**config.mk**
```make
export PLATFORM = sky130hd
export DESIGN_NAME = out_reg_shift_mc_flat
export DESIGN_NICKNAME = d
export VERILOG_FILES = /design/src/rtl/out_reg_shift_mc_if.sv /design/src/rtl/out_reg_shift_mc.sv /design/src/flat_wrapper.sv
export SDC_FILE = /design/constraint.sdc
export NUM_CORES = 1
export LEC_CHECK = 0
export ABC_AREA = 1
export BUFFER_PORTS_ARGS = -buffer_cell sky130_fd_sc_hd__buf_2
export CAP_MARGIN = 20
export CORE_MARGIN = 3
export CORE_UTILIZATION = 36
export CTS_BUF_LIST = sky130_fd_sc_hd__clkbuf_8
export DETAILED_ROUTE_END_ITERATION = 8
export HOLD_SLACK_MARGIN = 0.08
export PLACE_DENSITY = 0.59
export SLEW_MARGIN = 20
export SYNTH_ARGS = -nofsm -noshare
export SYNTH_HDL_FRONTEND = slang
export SYNTH_SLANG_ARGS = --single-unit
export TNS_END_PERCENT = 20
```
**constraint.sdc**
```tcl
create_clock -name clk_i -period 10.8 [get_ports clk_i]
set_input_delay 2.16 -clock clk_i [delete_from_list [all_inputs] [get_ports clk_i]]
set_output_delay 2.16 -clock clk_i [all_outputs]
set_load 0.1 [all_outputs]
```
**src/rtl/out_reg_shift_mc_if.sv**
```systemverilog
// Valid/ready bus carrying CH signed lanes of DW bits each.
// master drives vld/dat, slave drives rdy.
interface out_reg_shift_mc_if #(
  parameter int CH = 4,
  parameter int DW = 16
);
  logic            vld;
  logic            rdy;
  logic [CH*DW-1:0] dat;

  modport master (output vld, output dat, input rdy);
  modport slave  (input vld, input dat, output rdy);
endinterface

```
**src/rtl/out_reg_shift_mc.sv**
```systemverilog
// Per-lane delay/alignment of PE-array partial sums by D = filter_size - columns accepted samples,
// with optional saturating accumulate; output registered 1 cycle after the producing accept or drain step.
// Backpressure: input stalls whenever the output register is full and not being consumed, and during drain.
module out_reg_shift_mc #(
  parameter int I_WIDTH       = 8,
  parameter int F_WIDTH       = 8,
  parameter int N             = 3,
  parameter int CH            = 4,
  parameter int NUM_COL_WIDTH = $clog2(N + 1)
) (
  input  logic                     clk_i,
  input  logic                     rst_n_i,
  input  logic                     clr_i,
  input  logic                     cfg_ld_i,
  input  logic [NUM_COL_WIDTH-1:0] filter_size_i,
  input  logic [NUM_COL_WIDTH-1:0] number_of_columns_i,
  input  logic                     acc_mode_i,
  input  logic                     flush_i,
  out_reg_shift_mc_if.slave        in_if,
  out_reg_shift_mc_if.master       out_if,
  output logic [NUM_COL_WIDTH-1:0] number_of_columns_o,
  output logic                     busy_o,
  output logic                     cfg_err_o,
  output logic                     sat_o
);

  localparam int DW = I_WIDTH + F_WIDTH;
  localparam int W  = CH * DW;
  localparam logic [NUM_COL_WIDTH-1:0] CNT_ONE = NUM_COL_WIDTH'(1);
  localparam logic [DW-1:0] SAT_MAX = {1'b0, {(DW-1){1'b1}}};
  localparam logic [DW-1:0] SAT_MIN = {1'b1, {(DW-1){1'b0}}};

  typedef enum logic [1:0] {IDLE, FILL, STREAM, DRAIN} state_t;

  state_t                   state_q, state_d;
  logic [NUM_COL_WIDTH-1:0] cnt_q, cnt_d;
  logic [NUM_COL_WIDTH-1:0] d_q, ncol_q;
  logic                     acc_q, cfg_err_q;
  // N entries so that cols = 0 (D = filter_size = N) still has a valid tap
  logic [DW-1:0]            line_q [CH][N];
  logic                     out_vld_q, sat_q;
  logic [W-1:0]             out_dat_q;

  logic         out_free, in_rdy_c, accept, drain_step, produce, shift_en, line_zero;
  logic         cfg_ok;
  logic [W-1:0] res_dat;
  logic         res_sat;

  assign out_free = !out_vld_q || out_if.rdy;
  assign cfg_ok   = (filter_size_i != '0) && (int'(filter_size_i) <= N) &&
                    (number_of_columns_i <= filter_size_i);

  // state register
  always_ff @(posedge clk_i or negedge rst_n_i) begin
    if (!rst_n_i) begin
      state_q <= IDLE;
      cnt_q   <= '0;
    end else if (clr_i) begin
      state_q <= IDLE;
      cnt_q   <= '0;
    end else begin
      state_q <= state_d;
      cnt_q   <= cnt_d;
    end
  end

  // next-state logic
  always_comb begin
    state_d = state_q;
    cnt_d   = cnt_q;
    unique case (state_q)
      IDLE: begin
        if (accept) begin
          if (d_q > CNT_ONE) begin
            state_d = FILL;
            cnt_d   = CNT_ONE;
          end else begin
            state_d = STREAM;
          end
        end
      end
      FILL: begin
        if (flush_i) begin
          state_d = IDLE;
          cnt_d   = '0;
        end else if (accept) begin
          cnt_d = cnt_q + CNT_ONE;
          if (cnt_d == d_q) begin
            state_d = STREAM;
            cnt_d   = '0;
          end
        end
      end
      STREAM: begin
        if (flush_i) begin
          state_d = (d_q == '0) ? IDLE : DRAIN;
          cnt_d   = '0;
        end
      end
      DRAIN: begin
        if (drain_step) begin
          cnt_d = cnt_q + CNT_ONE;
          if (cnt_d == d_q) begin
            state_d = IDLE;
            cnt_d   = '0;
          end
        end
      end
      default: begin
        state_d = IDLE;
        cnt_d   = '0;
      end
    endcase
  end

  // FSM-derived controls
  always_comb begin
    in_rdy_c   = (state_q != DRAIN) && out_free;
    accept     = in_if.vld && in_rdy_c;
    drain_step = (state_q == DRAIN) && out_free;
    produce    = drain_step ||
                 (accept && ((state_q == STREAM) || ((state_q == IDLE) && (d_q == '0))));
    shift_en   = accept || drain_step;
    line_zero  = (state_q == FILL) && flush_i;
  end

  assign in_if.rdy = in_rdy_c;

  // Drain feeds zeros, so accumulate mode emits the bare tap while draining
  always_comb begin
    logic [DW-1:0] a, t;
    logic [DW:0]   s;
    res_dat = '0;
    res_sat = 1'b0;
    for (int k = 0; k < CH; k++) begin
      a = (state_q == DRAIN) ? '0 : in_if.dat[k*DW +: DW];
      t = '0;
      for (int i = 0; i < N; i++) begin
        if (d_q == NUM_COL_WIDTH'(i + 1)) t = line_q[k][i];
      end
      s = {a[DW-1], a} + {t[DW-1], t};
      if (d_q == '0) begin
        res_dat[k*DW +: DW] = a;
      end else if (!acc_q) begin
        res_dat[k*DW +: DW] = t;
      end else if (s[DW] != s[DW-1]) begin
        res_dat[k*DW +: DW] = s[DW] ? SAT_MIN : SAT_MAX;
        res_sat             = 1'b1;
      end else begin
        res_dat[k*DW +: DW] = s[DW-1:0];
      end
    end
  end

  always_ff @(posedge clk_i or negedge rst_n_i) begin
    if (!rst_n_i) begin
      for (int k = 0; k < CH; k++)
        for (int i = 0; i < N; i++) line_q[k][i] <= '0;
      out_vld_q <= 1'b0;
      out_dat_q <= '0;
      sat_q     <= 1'b0;
      d_q       <= '0;
      ncol_q    <= '0;
      acc_q     <= 1'b0;
      cfg_err_q <= 1'b0;
    end else if (clr_i) begin
      for (int k = 0; k < CH; k++)
        for (int i = 0; i < N; i++) line_q[k][i] <= '0;
      out_vld_q <= 1'b0;
      out_dat_q <= '0;
      sat_q     <= 1'b0;
    end else begin
      if (cfg_ld_i && (state_q == IDLE)) begin
        if (cfg_ok) begin
          d_q       <= filter_size_i - number_of_columns_i;
          ncol_q    <= number_of_columns_i;
          acc_q     <= acc_mode_i;
          cfg_err_q <= 1'b0;
        end else begin
          cfg_err_q <= 1'b1;
        end
      end

      if (line_zero) begin
        for (int k = 0; k < CH; k++)
          for (int i = 0; i < N; i++) line_q[k][i] <= '0;
      end else if (shift_en) begin
        for (int k = 0; k < CH; k++) begin
          line_q[k][0] <= drain_step ? '0 : in_if.dat[k*DW +: DW];
          for (int i = 1; i < N; i++) line_q[k][i] <= line_q[k][i-1];
        end
      end

      sat_q <= produce && res_sat;
      if (produce) begin
        out_vld_q <= 1'b1;
        out_dat_q <= res_dat;
      end else if (out_if.rdy) begin
        out_vld_q <= 1'b0;
      end
    end
  end

  assign out_if.vld          = out_vld_q;
  assign out_if.dat          = out_dat_q;
  assign number_of_columns_o = ncol_q;
  assign busy_o              = (state_q != IDLE) || out_vld_q;
  assign cfg_err_o           = cfg_err_q;
  assign sat_o               = sat_q;

endmodule
```
**src/flat_wrapper.sv**
```systemverilog
// flat-port wrapper written by rule: the top's interface ports become plain ports
module out_reg_shift_mc_flat 
#(
  parameter int I_WIDTH       = 8,
  parameter int F_WIDTH       = 8,
  parameter int N             = 3,
  parameter int CH            = 4,
  parameter int NUM_COL_WIDTH = $clog2(N + 1)
)
  (clk_i, rst_n_i, clr_i, cfg_ld_i, filter_size_i, number_of_columns_i, acc_mode_i, flush_i, number_of_columns_o, busy_o, cfg_err_o, sat_o, in_if_vld, in_if_dat, in_if_rdy, out_if_vld, out_if_dat, out_if_rdy);
  out_reg_shift_mc_if #(.CH(CH)) in_if_i ();
  out_reg_shift_mc_if #(.CH(CH)) out_if_i ();
  input  logic clk_i;
  input  logic rst_n_i;
  input  logic clr_i;
  input  logic cfg_ld_i;
  input  logic [NUM_COL_WIDTH-1:0] filter_size_i;
  input  logic [NUM_COL_WIDTH-1:0] number_of_columns_i;
  input  logic acc_mode_i;
  input  logic flush_i;
  output logic [NUM_COL_WIDTH-1:0] number_of_columns_o;
  output logic busy_o;
  output logic cfg_err_o;
  output logic sat_o;
  input wire logic [$bits(in_if_i.vld)-1:0] in_if_vld;
  input wire logic [$bits(in_if_i.dat)-1:0] in_if_dat;
  output wire logic [$bits(in_if_i.rdy)-1:0] in_if_rdy;
  output wire logic [$bits(out_if_i.vld)-1:0] out_if_vld;
  output wire logic [$bits(out_if_i.dat)-1:0] out_if_dat;
  input wire logic [$bits(out_if_i.rdy)-1:0] out_if_rdy;
  assign in_if_i.vld = in_if_vld;
  assign in_if_i.dat = in_if_dat;
  assign in_if_rdy = in_if_i.rdy;
  assign out_if_vld = out_if_i.vld;
  assign out_if_dat = out_if_i.dat;
  assign out_if_i.rdy = out_if_rdy;
  out_reg_shift_mc #(.I_WIDTH(I_WIDTH), .F_WIDTH(F_WIDTH), .N(N), .CH(CH), .NUM_COL_WIDTH(NUM_COL_WIDTH)) u_core (.clk_i(clk_i), .rst_n_i(rst_n_i), .clr_i(clr_i), .cfg_ld_i(cfg_ld_i), .filter_size_i(filter_size_i), .number_of_columns_i(number_of_columns_i), .acc_mode_i(acc_mode_i), .flush_i(flush_i), .in_if(in_if_i), .out_if(out_if_i), .number_of_columns_o(number_of_columns_o), .busy_o(busy_o), .cfg_err_o(cfg_err_o), .sat_o(sat_o));
endmodule
```
==> flow_summary.toml <==
[power_and_ir_drop]
cellPowerDensity_nw_per_um2 = 282.8
peakVddDrop_mv = 0.1738
leakagePower_nw = 10.02

[sta]
skew_ns = 0.02235
final_hold_viol_count = 0
rsz0062_at_grt = "false"
slew_headroom_pct = 19.70
worst_pin_slew_ns = 1.205
final_max_slew_viol_count = 0
worst_slack_ns = 5.134
whs_ns = 0.4686
setup_viol = 0
setup_tns_ns = 0
fin_crit_sh_pct = 52.47
fin_crit_ns = 5.666
max_freq_mhz = 176.5

[grt]
grt_use_met1_pct = 28.20
grt_pass1_vias = 16110
grt_pass1_wl_mm = 85.25
grtUsageMet3_pct = 4.103
use_met2_pct = 33.70
grt_start_max_net_pins = 231
grt_usage_pct = 20.69
busiest_layer = "met2"
antenna_found_initial = 2
grt_overflow = 0

[logic_synthesis]
syn_inst = 2455
mappedNetlistArea_um2 = 17340
syn_nets = 2608
yosysMostFrequentCell = "nand2_1"
synthAdderAreaFrac_pct = 5.773
synth_edf_count = 0
yosysTopAreaCell = "dfrtp_1"
synth_simple_gate_area_share_pct = 23.72
ys.flop_type = "dfrtp_1"
ys_top_cells_by_count = "nand2_1, inv_1, dfrtp_1"
synth_top_area_share_pct = 38.68
ys_ff_latch = 268
synth-compound-area-share_pct = 17.46
synth_area_leaders = "dfrtp_1, nand2_1, inv_1, nand3_1, a21oi_1"
synthMuxAreaShare_pct = 0
async_reset_ff_share_pct = 100.0
synth_top_family_by_area = "simple AND/OR/NAND/NOR gates"
synth_area_per_cell_um2 = 7.062
yosysWarnings = 0
ys_seq_area_share_pct = 38.68
yosys.cell_types.count = 43
synthXorXnorAreaFrac_pct = 1.515

[die]
dieWidth_um = 225.5
start_util_pct = 36.85
dieHeight_um = 225.5
die_area_um2 = 50830
rows = 79
coreArea_um2 = 47050
ioPinCount = 147

[route]
viasPerCell = 5.145
ant_nets = 0
vias = 16380
drtIter0Drc = 1181
wirelength_mm = 52.27
dr.pass1.iters = 5
drcViolationCount = 0
wl_per_cell_um = 16.42

[placement]
place_congestion = 0.8594
placedCellCount = 3096
io_buffers = 146
pre_cts_ws_ns = 5.012
place_hpwl_mm = 34.21

[status]
outcome = "finished, final reports clean"

[cells_and_area]
post_layout_nonfiller_instances = 3183
antennaDiodeCount = 0
drive_above_1_share_pct = 10.87
nets = 2692
area_growth_syn_to_layout_pct = 12.49

[cts]
cts_root_buffer = "clkbuf_8"
ctsHoldBuffers = 0
cts_resized = 0
cts.clk_slew.worst_paths_ns = 0.06
clock_latency_ns = 0.63
cts_made_buffers = 48
cts_tree = "done"
cts_buffer_depth = 3
cts.sinks = 268
htree_levels = 2
cts_setup_buffers = 0

[setup_path]
path_cells = "inv_2 > nor2_1 > inv_2 > buf_4 > nor2_1 > nor3_1 > inv_1 > ha_1 > nand3_1 > nand3_1 > inv_2 > o21bai_1 > nand2_1 > nand2_1 > a21oi_1 > o21bai_1 > xor2_1 > ha_1 > clkinv_1 > o21ai_0 > nand3_1 > nand2_1 > nand2_1 > nand2_1"
path_max_fanout = 39
worst-setup-path-type = "reg -> reg"
worst_path_max_delay_cell = "dfrtp_1"
arrival_ns = 6.23
r2r-end = "u_core.out_if.dat[18]"
cp-start-kind = "register"
r2r_setup_slack_ns = 5.13
crit_required_ns = 11.36
cpMostUsedCell = "nand2_1"
r2r_start = "u_core.d_q[1]"
cp_top_family = "buffers and inverters"
slowest_delay_ns = 0.65
r2r_cells = 24
cp.buffers_inverters = 6
end_kind = "register"

[hold_path]
hold_depth = 2
hold_class = "reg -> reg"
hold_end = "u_core.out_if.dat[19]"
hp-start = "u_core.out_if.dat[19]"

[job]
drv_cap = 0
-- power breakdown --
part | switching (mW) | total (mW) | internal, mW
clock network | 0.448 | 1.03 | 0.581
registers | 0.145 | 1.35 | 1.20
logic | 2.43 | 3.14 | 0.708
total | 3.02 | 5.51 | 2.49
-- through the flow --
stage	util, %	power [mW]	cell area, um2
3_3_place_gp	39.24	4.473	18460
3_5_place_dp	39.24	4.501	18460
5_1_grt	41.45	5.935	19500
6_report	41.45	5.515	19500
4_1_cts	41.45	5.565	19500
2_1_floorplan	-	3.763	17340
-- worst max path at each step --
stage / from / end / slack [ns] / cells past startpoint
finish: u_core.d_q[1] / u_core.out_if.dat[18] / 5.13 / 24
global route: u_core.d_q[1] / u_core.out_if.dat[18] / 4.57 / 24
CTS: u_core.d_q[1] / u_core.out_if.dat[18] / 5.06 / 24
detailed placement: in_if_dat[16] / u_core.out_if.dat[18] / 5.01 / 21
global placement: in_if_dat[16] / u_core.out_if.dat[18] / 4.99 / 21
floorplan: out_if_rdy / in_if_rdy / 5.91 / 2
-- cells in the final DEF, fill, tap and decap left out, drive strengths merged, types with 7 or more instances in the layout --
cell type	synthesis	routed
nand2	544	544
o22ai	64	64
xnor2	14	14
o21ai	181	181
nor2	175	175
ha	72	72
clkbuf	72	65
o21bai	12	12
a21o	7	7
o211ai	11	11
clkinv	2	7
o221ai	57	57
nand3	235	235
nor3	11	11
a21oi	181	181
nand4	8	8
xor2	16	16
buf	56	162
dfrtp	268	268
inv	441	454
-- final cells by class --
class | count | area (um2)
Inverter | 443 | 1664
Multi-Input combinational cell | 1616 | 8457
Timing Repair Buffer | 162 | 873.3
Clock inverter | 22 | 147.6
Tap cell | 607 | 759.5
Clock buffer | 65 | 894.6
Fill cell | 4962 | 27550
Sequential cell | 268 | 6708
-- routing by layer --
layer	up-vias	wire length, um
li1	8122	-
met1	7795	24280
met2	369	23930
met3	90	2820
met4	2	1237
met5	-	7
-- sequential cells by signal, indices dropped and copies added (netlist names) --
register and cells:
u_core.line_q 192, u_core.out_if.dat 64, u_core.cnt_q 2, u_core.d_q 2
u_core.number_of_columns_o 2, u_core.state_q 2, u_core.acc_q 1, u_core.cfg_err_o 1
u_core.out_if.vld 1, u_core.sat_o 1
-- kinds of logic (layout without fill, tap and decap cells) --
family / count (synthesis) / after routing
DFF: 268 / 268
and+or+nand+nor: 985 / 985
adders and majority gates: 77 / 77
buffers and inverters: 571 / 692
AOI/OAI and AO/OA: 524 / 524
xor gates and xnor gates: 30 / 30
-- worst min-delay path, cell delays in order (launching register included) --
cell	delay, ns
dfrtp_1	0.34
nand2_1	0.05
nand2_1	0.05
No activity file was read; power rests on OpenSTA's default activity.
